<file path="src/rtl/sl_wb_trace_buf.sv">
// sl_wb_trace_buf
// ---------------
// Passive Wishbone (classic) bus monitor. The block watches a Wishbone
// master/slave pair and records one trace entry per completed transfer:
// direction, address, data and the number of cycles the slave held the
// master waiting. Records go into a first-word-fall-through FIFO that a
// trace consumer drains through a valid/ready handshake. Records that
// arrive while the FIFO is full are dropped and counted.
//
// Optional feature (compile-time macro SL_WB_TRACE_TIMEOUT_EN):
//   A watchdog that emits a timeout record (trc_to=1, lat=TIMEOUT) when a
//   slave has not acknowledged within TIMEOUT cycles. It raises the sticky
//   'timeout' flag and parks the monitor in HUNG until the master gives
//   up the cycle. Without the macro, HUNG and the watchdog are absent and
//   timeout/trc_to read as 0.
//
// Ports
//   clk, rst          : clock, asynchronous active-high reset
//   wb_cyc .. wb_ack  : observed Wishbone control signals (inputs only)
//   wb_adr            : observed address
//   wb_dat_o          : observed master write data
//   wb_dat_i          : observed slave read data
//   trc_valid/ready   : trace output handshake (pop on valid & ready)
//   trc_we/to/adr/dat/lat : head-of-FIFO trace record
//   trc_level         : FIFO occupancy, 0..DEPTH
//   ovf_cnt           : saturating count of dropped records
//   timeout           : sticky watchdog flag (0 without the macro)

module sl_wb_trace_buf #(
  parameter int ADDR_W  = 32,
  parameter int DATA_W  = 32,
  parameter int DEPTH   = 16,
  parameter int LAT_W   = 8,
  parameter int TIMEOUT = 200
) (
  input  logic                     clk,
  input  logic                     rst,
  input  logic                     wb_cyc,
  input  logic                     wb_stb,
  input  logic                     wb_we,
  input  logic                     wb_ack,
  input  logic [ADDR_W-1:0]        wb_adr,
  input  logic [DATA_W-1:0]        wb_dat_o,
  input  logic [DATA_W-1:0]        wb_dat_i,
  output logic                     trc_valid,
  input  logic                     trc_ready,
  output logic                     trc_we,
  output logic                     trc_to,
  output logic [ADDR_W-1:0]        trc_adr,
  output logic [DATA_W-1:0]        trc_dat,
  output logic [LAT_W-1:0]         trc_lat,
  output logic [$clog2(DEPTH):0]   trc_level,
  output logic [15:0]              ovf_cnt,
  output logic                     timeout
);

  localparam int PTR_W = $clog2(DEPTH);
  localparam int LVL_W = PTR_W + 1;
  localparam int REC_W = 1 + ADDR_W + DATA_W + LAT_W;

  localparam logic [LAT_W-1:0] LAT_MAX   = '1;
  localparam logic [LVL_W-1:0] LVL_FULL  = LVL_W'(DEPTH);

`ifdef SL_WB_TRACE_TIMEOUT_EN
  localparam logic [LAT_W-1:0] TIMEOUT_LAT = LAT_W'(TIMEOUT);
`else
  localparam int unused_timeout = TIMEOUT;
`endif

  typedef enum logic [1:0] {
    S_IDLE     = 2'd0,
    S_WAIT_ACK = 2'd1
`ifdef SL_WB_TRACE_TIMEOUT_EN
    ,S_HUNG    = 2'd2
`endif
  } state_e;

  // ---------------------------------------------------------------------
  // Monitor state
  // ---------------------------------------------------------------------
  state_e              state_q, state_d;
  logic [LAT_W-1:0]    lat_q, lat_d;
  logic [ADDR_W-1:0]   adr_q, adr_d;
  logic                we_q, we_d;
  logic [DATA_W-1:0]   dat_q, dat_d;

  logic                push_req;
  logic [REC_W-1:0]    push_rec;
  logic                bus_req;

`ifdef SL_WB_TRACE_TIMEOUT_EN
  logic                push_to;
  logic                timeout_q, timeout_d;
`endif

  assign bus_req = wb_cyc & wb_stb;

  // Next-state logic for the bus monitor. push_req/push_rec describe the
  // record offered to the FIFO this cycle; the FIFO decides whether it fits.
  always_comb begin
    state_d  = state_q;
    lat_d    = lat_q;
    adr_d    = adr_q;
    we_d     = we_q;
    dat_d    = dat_q;
    push_req = 1'b0;
    push_rec = '0;
`ifdef SL_WB_TRACE_TIMEOUT_EN
    push_to   = 1'b0;
    timeout_d = timeout_q;
`endif

    unique case (state_q)
      S_IDLE: begin
        if (bus_req) begin
          if (wb_ack) begin
            // Zero-wait transfer: record straight from the bus.
            push_req = 1'b1;
            push_rec = {wb_we, wb_adr, (wb_we ? wb_dat_o : wb_dat_i),
                        {LAT_W{1'b0}}};
          end else begin
            // This cycle already counts as the first wait cycle.
            adr_d   = wb_adr;
            we_d    = wb_we;
            dat_d   = wb_dat_o;
            lat_d   = LAT_W'(1);
            state_d = S_WAIT_ACK;
          end
        end
      end

      S_WAIT_ACK: begin
        if (!bus_req) begin
          // Master abandoned the cycle: nothing is recorded.
          state_d = S_IDLE;
        end else if (wb_ack) begin
          push_req = 1'b1;
          push_rec = {we_q, adr_q, (we_q ? dat_q : wb_dat_i), lat_q};
          state_d  = S_IDLE;
        end
`ifdef SL_WB_TRACE_TIMEOUT_EN
        else if (lat_q == TIMEOUT_LAT) begin
          // Watchdog fired; read data never arrived, so reads record 0.
          push_req  = 1'b1;
          push_to   = 1'b1;
          push_rec  = {we_q, adr_q, (we_q ? dat_q : {DATA_W{1'b0}}),
                       TIMEOUT_LAT};
          timeout_d = 1'b1;
          state_d   = S_HUNG;
        end
`endif
        else if (lat_q != LAT_MAX) begin
          lat_d = lat_q + LAT_W'(1);
        end
      end

`ifdef SL_WB_TRACE_TIMEOUT_EN
      S_HUNG: begin
        // A late ack is ignored; wait for the master to release the bus.
        if (!bus_req) begin
          state_d = S_IDLE;
        end
      end
`endif

      default: begin
        state_d = S_IDLE;
      end
    endcase
  end

  always_ff @(posedge clk or posedge rst) begin
    if (rst) begin
      state_q <= S_IDLE;
      lat_q   <= '0;
      adr_q   <= '0;
      we_q    <= 1'b0;
      dat_q   <= '0;
    end else begin
      state_q <= state_d;
      lat_q   <= lat_d;
      adr_q   <= adr_d;
      we_q    <= we_d;
      dat_q   <= dat_d;
    end
  end

`ifdef SL_WB_TRACE_TIMEOUT_EN
  always_ff @(posedge clk or posedge rst) begin
    if (rst) begin
      timeout_q <= 1'b0;
    end else begin
      timeout_q <= timeout_d;
    end
  end

  assign timeout = timeout_q;
`else
  assign timeout = 1'b0;
`endif

  // ---------------------------------------------------------------------
  // Trace FIFO (first-word-fall-through)
  // ---------------------------------------------------------------------
  logic [REC_W-1:0]    mem_q [DEPTH];
  logic [PTR_W-1:0]    wr_ptr_q, wr_ptr_d;
  logic [PTR_W-1:0]    rd_ptr_q, rd_ptr_d;
  logic [LVL_W-1:0]    level_q, level_d;
  logic [15:0]         ovf_q, ovf_d;

  logic                full;
  logic                pop;
  logic                do_push;

  assign full    = (level_q == LVL_FULL);
  assign pop     = trc_valid & trc_ready;
  // A pop in the same cycle frees the slot, so a full FIFO still accepts.
  assign do_push = push_req & (~full | pop);

  // Pointer, occupancy and overflow bookkeeping. Pointers are PTR_W bits
  // wide, so with a power-of-two DEPTH they wrap on their own.
  always_comb begin
    wr_ptr_d = wr_ptr_q;
    rd_ptr_d = rd_ptr_q;
    level_d  = level_q;
    ovf_d    = ovf_q;

    if (do_push) begin
      wr_ptr_d = wr_ptr_q + PTR_W'(1);
    end
    if (pop) begin
      rd_ptr_d = rd_ptr_q + PTR_W'(1);
    end

    if (do_push && !pop) begin
      level_d = level_q + LVL_W'(1);
    end else if (!do_push && pop) begin
      level_d = level_q - LVL_W'(1);
    end

    if (push_req && !do_push && (ovf_q != 16'hFFFF)) begin
      ovf_d = ovf_q + 16'd1;
    end
  end

  always_ff @(posedge clk or posedge rst) begin
    if (rst) begin
      wr_ptr_q <= '0;
      rd_ptr_q <= '0;
      level_q  <= '0;
      ovf_q    <= '0;
    end else begin
      wr_ptr_q <= wr_ptr_d;
      rd_ptr_q <= rd_ptr_d;
      level_q  <= level_d;
      ovf_q    <= ovf_d;
    end
  end

  // Storage needs no reset: trc_valid masks stale entries.
  always_ff @(posedge clk) begin
    if (do_push) begin
      mem_q[wr_ptr_q] <= push_rec;
    end
  end

  assign {trc_we, trc_adr, trc_dat, trc_lat} = mem_q[rd_ptr_q];

`ifdef SL_WB_TRACE_TIMEOUT_EN
  logic to_mem_q [DEPTH];

  always_ff @(posedge clk) begin
    if (do_push) begin
      to_mem_q[wr_ptr_q] <= push_to;
    end
  end

  assign trc_to = to_mem_q[rd_ptr_q];
`else
  assign trc_to = 1'b0;
`endif

  assign trc_valid = (level_q != '0);
  assign trc_level = level_q;
  assign ovf_cnt   = ovf_q;

endmodule

</file>
<file path="config.mk">
export PLATFORM = sky130hd
export DESIGN_NAME = sl_wb_trace_buf
export DESIGN_NICKNAME = d
export VERILOG_FILES = /design/src/rtl/sl_wb_trace_buf.sv
export SDC_FILE = /design/constraint.sdc
export NUM_CORES = 1
export LEC_CHECK = 0
export BUFFER_PORTS_ARGS = -buffer_cell sky130_fd_sc_hd__buf_2
export CAP_MARGIN = 10
export CORE_UTILIZATION = 40
export DETAILED_ROUTE_END_ITERATION = 8
export REMOVE_ABC_BUFFERS = 1
export SLEW_MARGIN = 20
export SYNTH_ARGS = -nofsm -noshare
export SYNTH_HDL_FRONTEND = slang
export SYNTH_SLANG_ARGS = --single-unit
export TNS_END_PERCENT = 20
</file>
<file path="constraint.sdc">
create_clock -name clk -period 21.1 [get_ports clk]
set_clock_uncertainty 0.2 [all_clocks]
set_input_delay 3.165 -clock clk [delete_from_list [all_inputs] [get_ports clk]]
set_output_delay 3.165 -clock clk [all_outputs]
set_load 0.1 [all_outputs]
</file>
* Yosys cells after proc, flatten, opt, wreduce, memory -nomap -nowiden *
Memories as Yosys holds them, arrays and structs flattened.
Cells that the tools add are included.

storage, ports and cells
  flip-flop bits (word level) = 104
  bits in writable memories = 1168
  bits of input ports = 103
  output and inout port bits = 97
  logic and storage cells = 71
  memories kept = 1

cells by class
  add/subtract/negate cells = 6
  eq/ne operators = 10
  mux-type cells = 25
  bitwise operators = 6
  reduce and logical (&&, ||, !) cells = 14

memory list
  memory  depth  width  rd ports  clocked after memory_dff  wr ports  RTL line  RTL
  mem_q   16     73     1         0                         1         205       logic [REC_W-1:0] mem_q [DEPTH];

operators by type and width
  cell                                               number
  2-to-1 mux 73 bit                                  4
  one-hot mux 73 bit (2 select lines)                1
  2-to-1 mux 32 bit                                  2
  2-to-1 mux 8 bit                                   5
  adder 16 x 1 -> 16 bit (second input constant)     1
  != test 16 bit (second input constant)             1
  one-hot mux 8 bit (2 select lines)                 1
  2-to-1 mux 5 bit                                   2
  != test 2 bit (second input constant)              5
  adder 4 x 1 -> 4 bit (second input constant)       2
  adder 8 x 1 -> 8 bit (second input constant)       1
  2-to-1 mux 2 bit                                   4
  != test 8 bit (second input constant)              1
  AND reduction 3 bit                                2
  AND reduction 6 bit                                1
  adder 5 x 1 -> 5 bit (second input constant)       1
  == test 5 bit (second input constant)              1
  2-to-1 mux 1 bit                                   5
  nonzero test 5 bit                                 1
  subtractor 5 x 1 -> 5 bit (second input constant)  1
  logical AND 1 bit                                  4
  one-hot mux 2 bit (2 select lines)                 1
  nonzero test 2 bit                                 2
  AND 1 bit                                          3
  other kinds (7)                                    9

* Depth between registers and ports, before layout *
  word-level depth = 8
  gate-level depth with buffers = 12

* Worst setup path before layout *
Ideal clock, no wire load.

  kind = input-to-reg
  start = input wb_ack
  end = memory mem_q[3][0] (netlist bit), enable pin
  library setup time = 593 ps
  arrival time = 8882 ps
  data required time = 20307 ps
  setup slack = 11425 ps
  cell stages on the path = 4
  cells stage by stage = nand3_1 -> nor2_1 -> nand2_1 -> nor3_1

on the way
  word-level cells in the longest chain between the ends = 6

RTL lines
  item                                    RTL line  RTL
  start: declaration                      41        input logic wb_ack,
  2-to-1 mux 1 bit                        116, 136
  2-to-1 mux 1 bit                        133       if (!bus_req) begin
  2-to-1 mux 1 bit                        n/a
  AND 1 bit                               218       assign do_push = push_req & (~full | pop);
  net do_push                             213       logic do_push;
  2-to-1 mux 1 bit                        262       if (do_push) begin
  2-to-1 mux 1 bit (implied by the code)  263       mem_q[wr_ptr_q] <= push_rec;
  end: declaration                        205

The timed path passes the listed nets, and every way through them passes these cells.

* Worst setup path in the final report *
  start = register rd_ptr_q[0]
  end = output trc_dat[24]

on the way
  word-level cells in the longest chain between the ends = 1

RTL lines
  item                       RTL line  RTL
  start: declaration         207       logic [PTR_W-1:0] rd_ptr_q, rd_ptr_d;
  start signal: assignment   254       rd_ptr_q <= rd_ptr_d;
  memory read (16 x 73 bit)  n/a
  end: declaration           50        output logic [DATA_W-1:0] trc_dat,

No other way between the ends.

==> impl_metrics.env <==
export IMPL_status="completed"
export IMPL_final_cell_count_no_fill=4362
export IMPL_final_hold_viol_count=0
export IMPL_syn_avg_cell_area_um2=21.01
export IMPL_num_vias=24650
export IMPL_final_common_cell="edfxtp_1"
export IMPL_grt_setup_unrepaired="false"
export IMPL_rows=128
export IMPL_grt_max_degree=164
export IMPL_n_antenna_cell=0
export IMPL_leakagePower_uw=0.01927
export IMPL_fin_ws_ps=13090
export IMPL_drc=0
export IMPL_design_core_area_um2=122200
export IMPL_slowest_delay_ps=970
export IMPL_path_buf_inv=3
export IMPL_ys_warn_count=0
export IMPL_cts_buffers=136
export IMPL_portBuffers=197
export IMPL_setup_tns_ps=0
export IMPL_antenna_found_initial=4
export IMPL_clockBufferDepth=3
export IMPL_nets=2743
export IMPL_area_delta_synth_final_pct=15.75
export IMPL_route_antenna_remaining_nets=0
export IMPL_slowest_stage="dfrtp_4"
export IMPL_setup_viol=0
export IMPL_ctsHoldBuffers=0
export IMPL_worst_hold_slack_ps=298.7
export IMPL_worstHoldStart="ovf_cnt[5]"
export IMPL_path_clk_slew_ps=60
export IMPL_tritoncts="yes"
export IMPL_drv_slew=0
export IMPL_grt_pass1_wl_um=179300
export IMPL_synth_edff_count=1168
export IMPL_slew_headroom_pct=25.92
export IMPL_grt_pass1_vias=26430
export IMPL_grt_usage_pct=19.81
export IMPL_cts_resized=0
export IMPL_die_area_um2=125100
export IMPL_synth_cell_types=41
export IMPL_insertion_delay_ps=730
export IMPL_wire_per_inst_um=28.26
export IMPL_dp_slack_ps=13410
export IMPL_period_needed_ps=8009
export IMPL_fp_dieW_um=353.7
export IMPL_crit_required_ps=17740
export IMPL_setup_worst_path_start="rd_ptr_q[0]"
export IMPL_synthArstFlopShare_pct=8.104
export IMPL_dpl_hpwl_um=62990
export IMPL_synthesis_instances=2355
export IMPL_final_layout_size_suffix_gt1_share_pct=32.08
export IMPL_critPathMaxFanout=115
export IMPL_fp_dieH_um=353.7
export IMPL_place_area_um2=52760
export IMPL_synth_area_um2=49480
export IMPL_via_per_inst=5.651
export IMPL_max_cap_violations=0
export IMPL_dp_cells=4114
export IMPL_io_pins=200
export IMPL_final_area_um2=57280
export IMPL_overflow=0
export IMPL_path_delay_family="buffers and inverters"
export IMPL_path_cells="buf_12 -> buf_6 -> mux4_2 -> a22oi_1 -> nand2_1 -> buf_2"
export IMPL_gp_congestion=0.7639
export IMPL_worst_pin_slew_ps=1109
export IMPL_drt_iter0_drc=2382
export IMPL_dr_pass1_iters=5
export IMPL_synth_ff_type="edfxtp_1"
export IMPL_root_buffer="clkbuf_16"
export IMPL_hold_path_class="flip-flop to flip-flop"
export IMPL_ir_worst_vdd_mv=0.2070
export IMPL_critPathLaunchType="flip-flop"
export IMPL_ys_seq_area_share_pct=76.09
export IMPL_cts_setup_buffers=0
export IMPL_start_util_pct=40.50
export IMPL_reg2reg_from="trc_level[0]"
export IMPL_crit_path_end_kind="output pin"
export IMPL_synth_seq_cells=1271
export IMPL_final_cell_mix="1,168 x edfxtp_1, 292 x mux4_2, 197 x buf_2"
export IMPL_p_per_area_nw_per_um2=141.3
export IMPL_htreeDepth=4
export IMPL_cts_sinks=1271
export IMPL_worstSetupPathType="flip-flop to output pin"
export IMPL_drt_wl_total_um=123300
export IMPL_finalCritPeriodShare_pct=37.95
export IMPL_crit_arrival_ps=4640
export IMPL_fmax_mhz=124.9
-- worst reg2reg max path, cell delays in order (launching register included) --
cell and delay (ps):
dfrtp_1 460, or4_4 200, nor3b_1 90, nor2_1 470, nand2_1 390, nor2_4 180, buf_4 550, buf_4 900
-- synthesized netlist by cell type (all sizes together) (36+ instances only) --
| master | n | area, um2 |
|---|---|---|
| nand2 | 93 | 349.1 |
| nor2 | 56 | 210.2 |
| nor2b | 36 | 225.2 |
| mux2i | 65 | 650.6 |
| dfrtp | 103 | 2577 |
| a211oi | 64 | 480.5 |
| edfxtp | 1168 | 35070 |
| a22oi | 146 | 1096 |
| mux4 | 292 | 6576 |
| buf | 47 | 216.5 |
| clkbuf | 94 | 352.8 |
| mux2 | 68 | 765.7 |
-- registers in the layout, summed over array words and instances (netlist names) --
name       flops
lat_q          8
dat_q         32
we_q           1
rd_ptr_q       4
wr_ptr_q       4
adr_q         32
ovf_cnt       16
mem_q       1168
state_q        1
trc_level      5
-- per-layer routing --
| metal | vias up | track usage [%] | wire length [um] |
|---|---|---|---|
| li1 | 10360 | - | - |
| met1 | 13310 | 27.22 | 52480 |
| met2 | 830 | 32.75 | 60760 |
| met3 | 151 | 3.814 | 8115 |
| met4 | 2 | 4.537 | 1904 |
| met5 | - | 0 | 13 |
-- power by group --
part | leakage (uW) | internal [uW] | switching (uW)
Combinational | 0.00492 | 777 | 2060
Clock | 0.00218 | 1390 | 960
Sequential | 0.0122 | 2830 | 79.8
-- final cells by class --
type / instances / area [um2]
Timing Repair Buffer: 275 / 1624
Clock inverter: 75 / 742.0
Multi-Input combinational cell: 934 / 11470
Clock buffer: 172 / 3704
Sequential cell: 1271 / 37660
Tap cell: 1625 / 2033
Fill cell: 9957 / 64920
Inverter: 10 / 42.54
-- logic make-up after synthesis --
family,synth area share (%)
flip-flops,76.09
AO/OA/AOI/OAI,3.343
buffers and inverters,1.226
adder cells (fa/ha/maj),0.3186
multiplexers,16.15
other,0.007578
XOR/XNOR,0.5310
AND/OR/NAND/NOR,2.336
-- stage by stage --
step,power (uW),util [%]
after floorplan,5599,-
after global placement,5793,43.18
after detailed placement,5822,43.18
after CTS,8178,46.82
after global routing,8384,46.87
final,8094,46.87
-- path summary, 6_finish.rpt --
kind                           endpoint  slack [ps]  cells after the start
hold / removal               ovf_cnt[5]         300                      1
min in group asynchronous   ovf_cnt[15]        2330                      2
hold reg to reg              ovf_cnt[5]         300                      1
setup / recovery            trc_dat[24]       13090                      6
max in group asynchronous   rd_ptr_q[1]       16720                      3
setup reg to reg           mem_q[7][63]       17210                      7
Note: power is estimated with default switching activity, not from simulation.
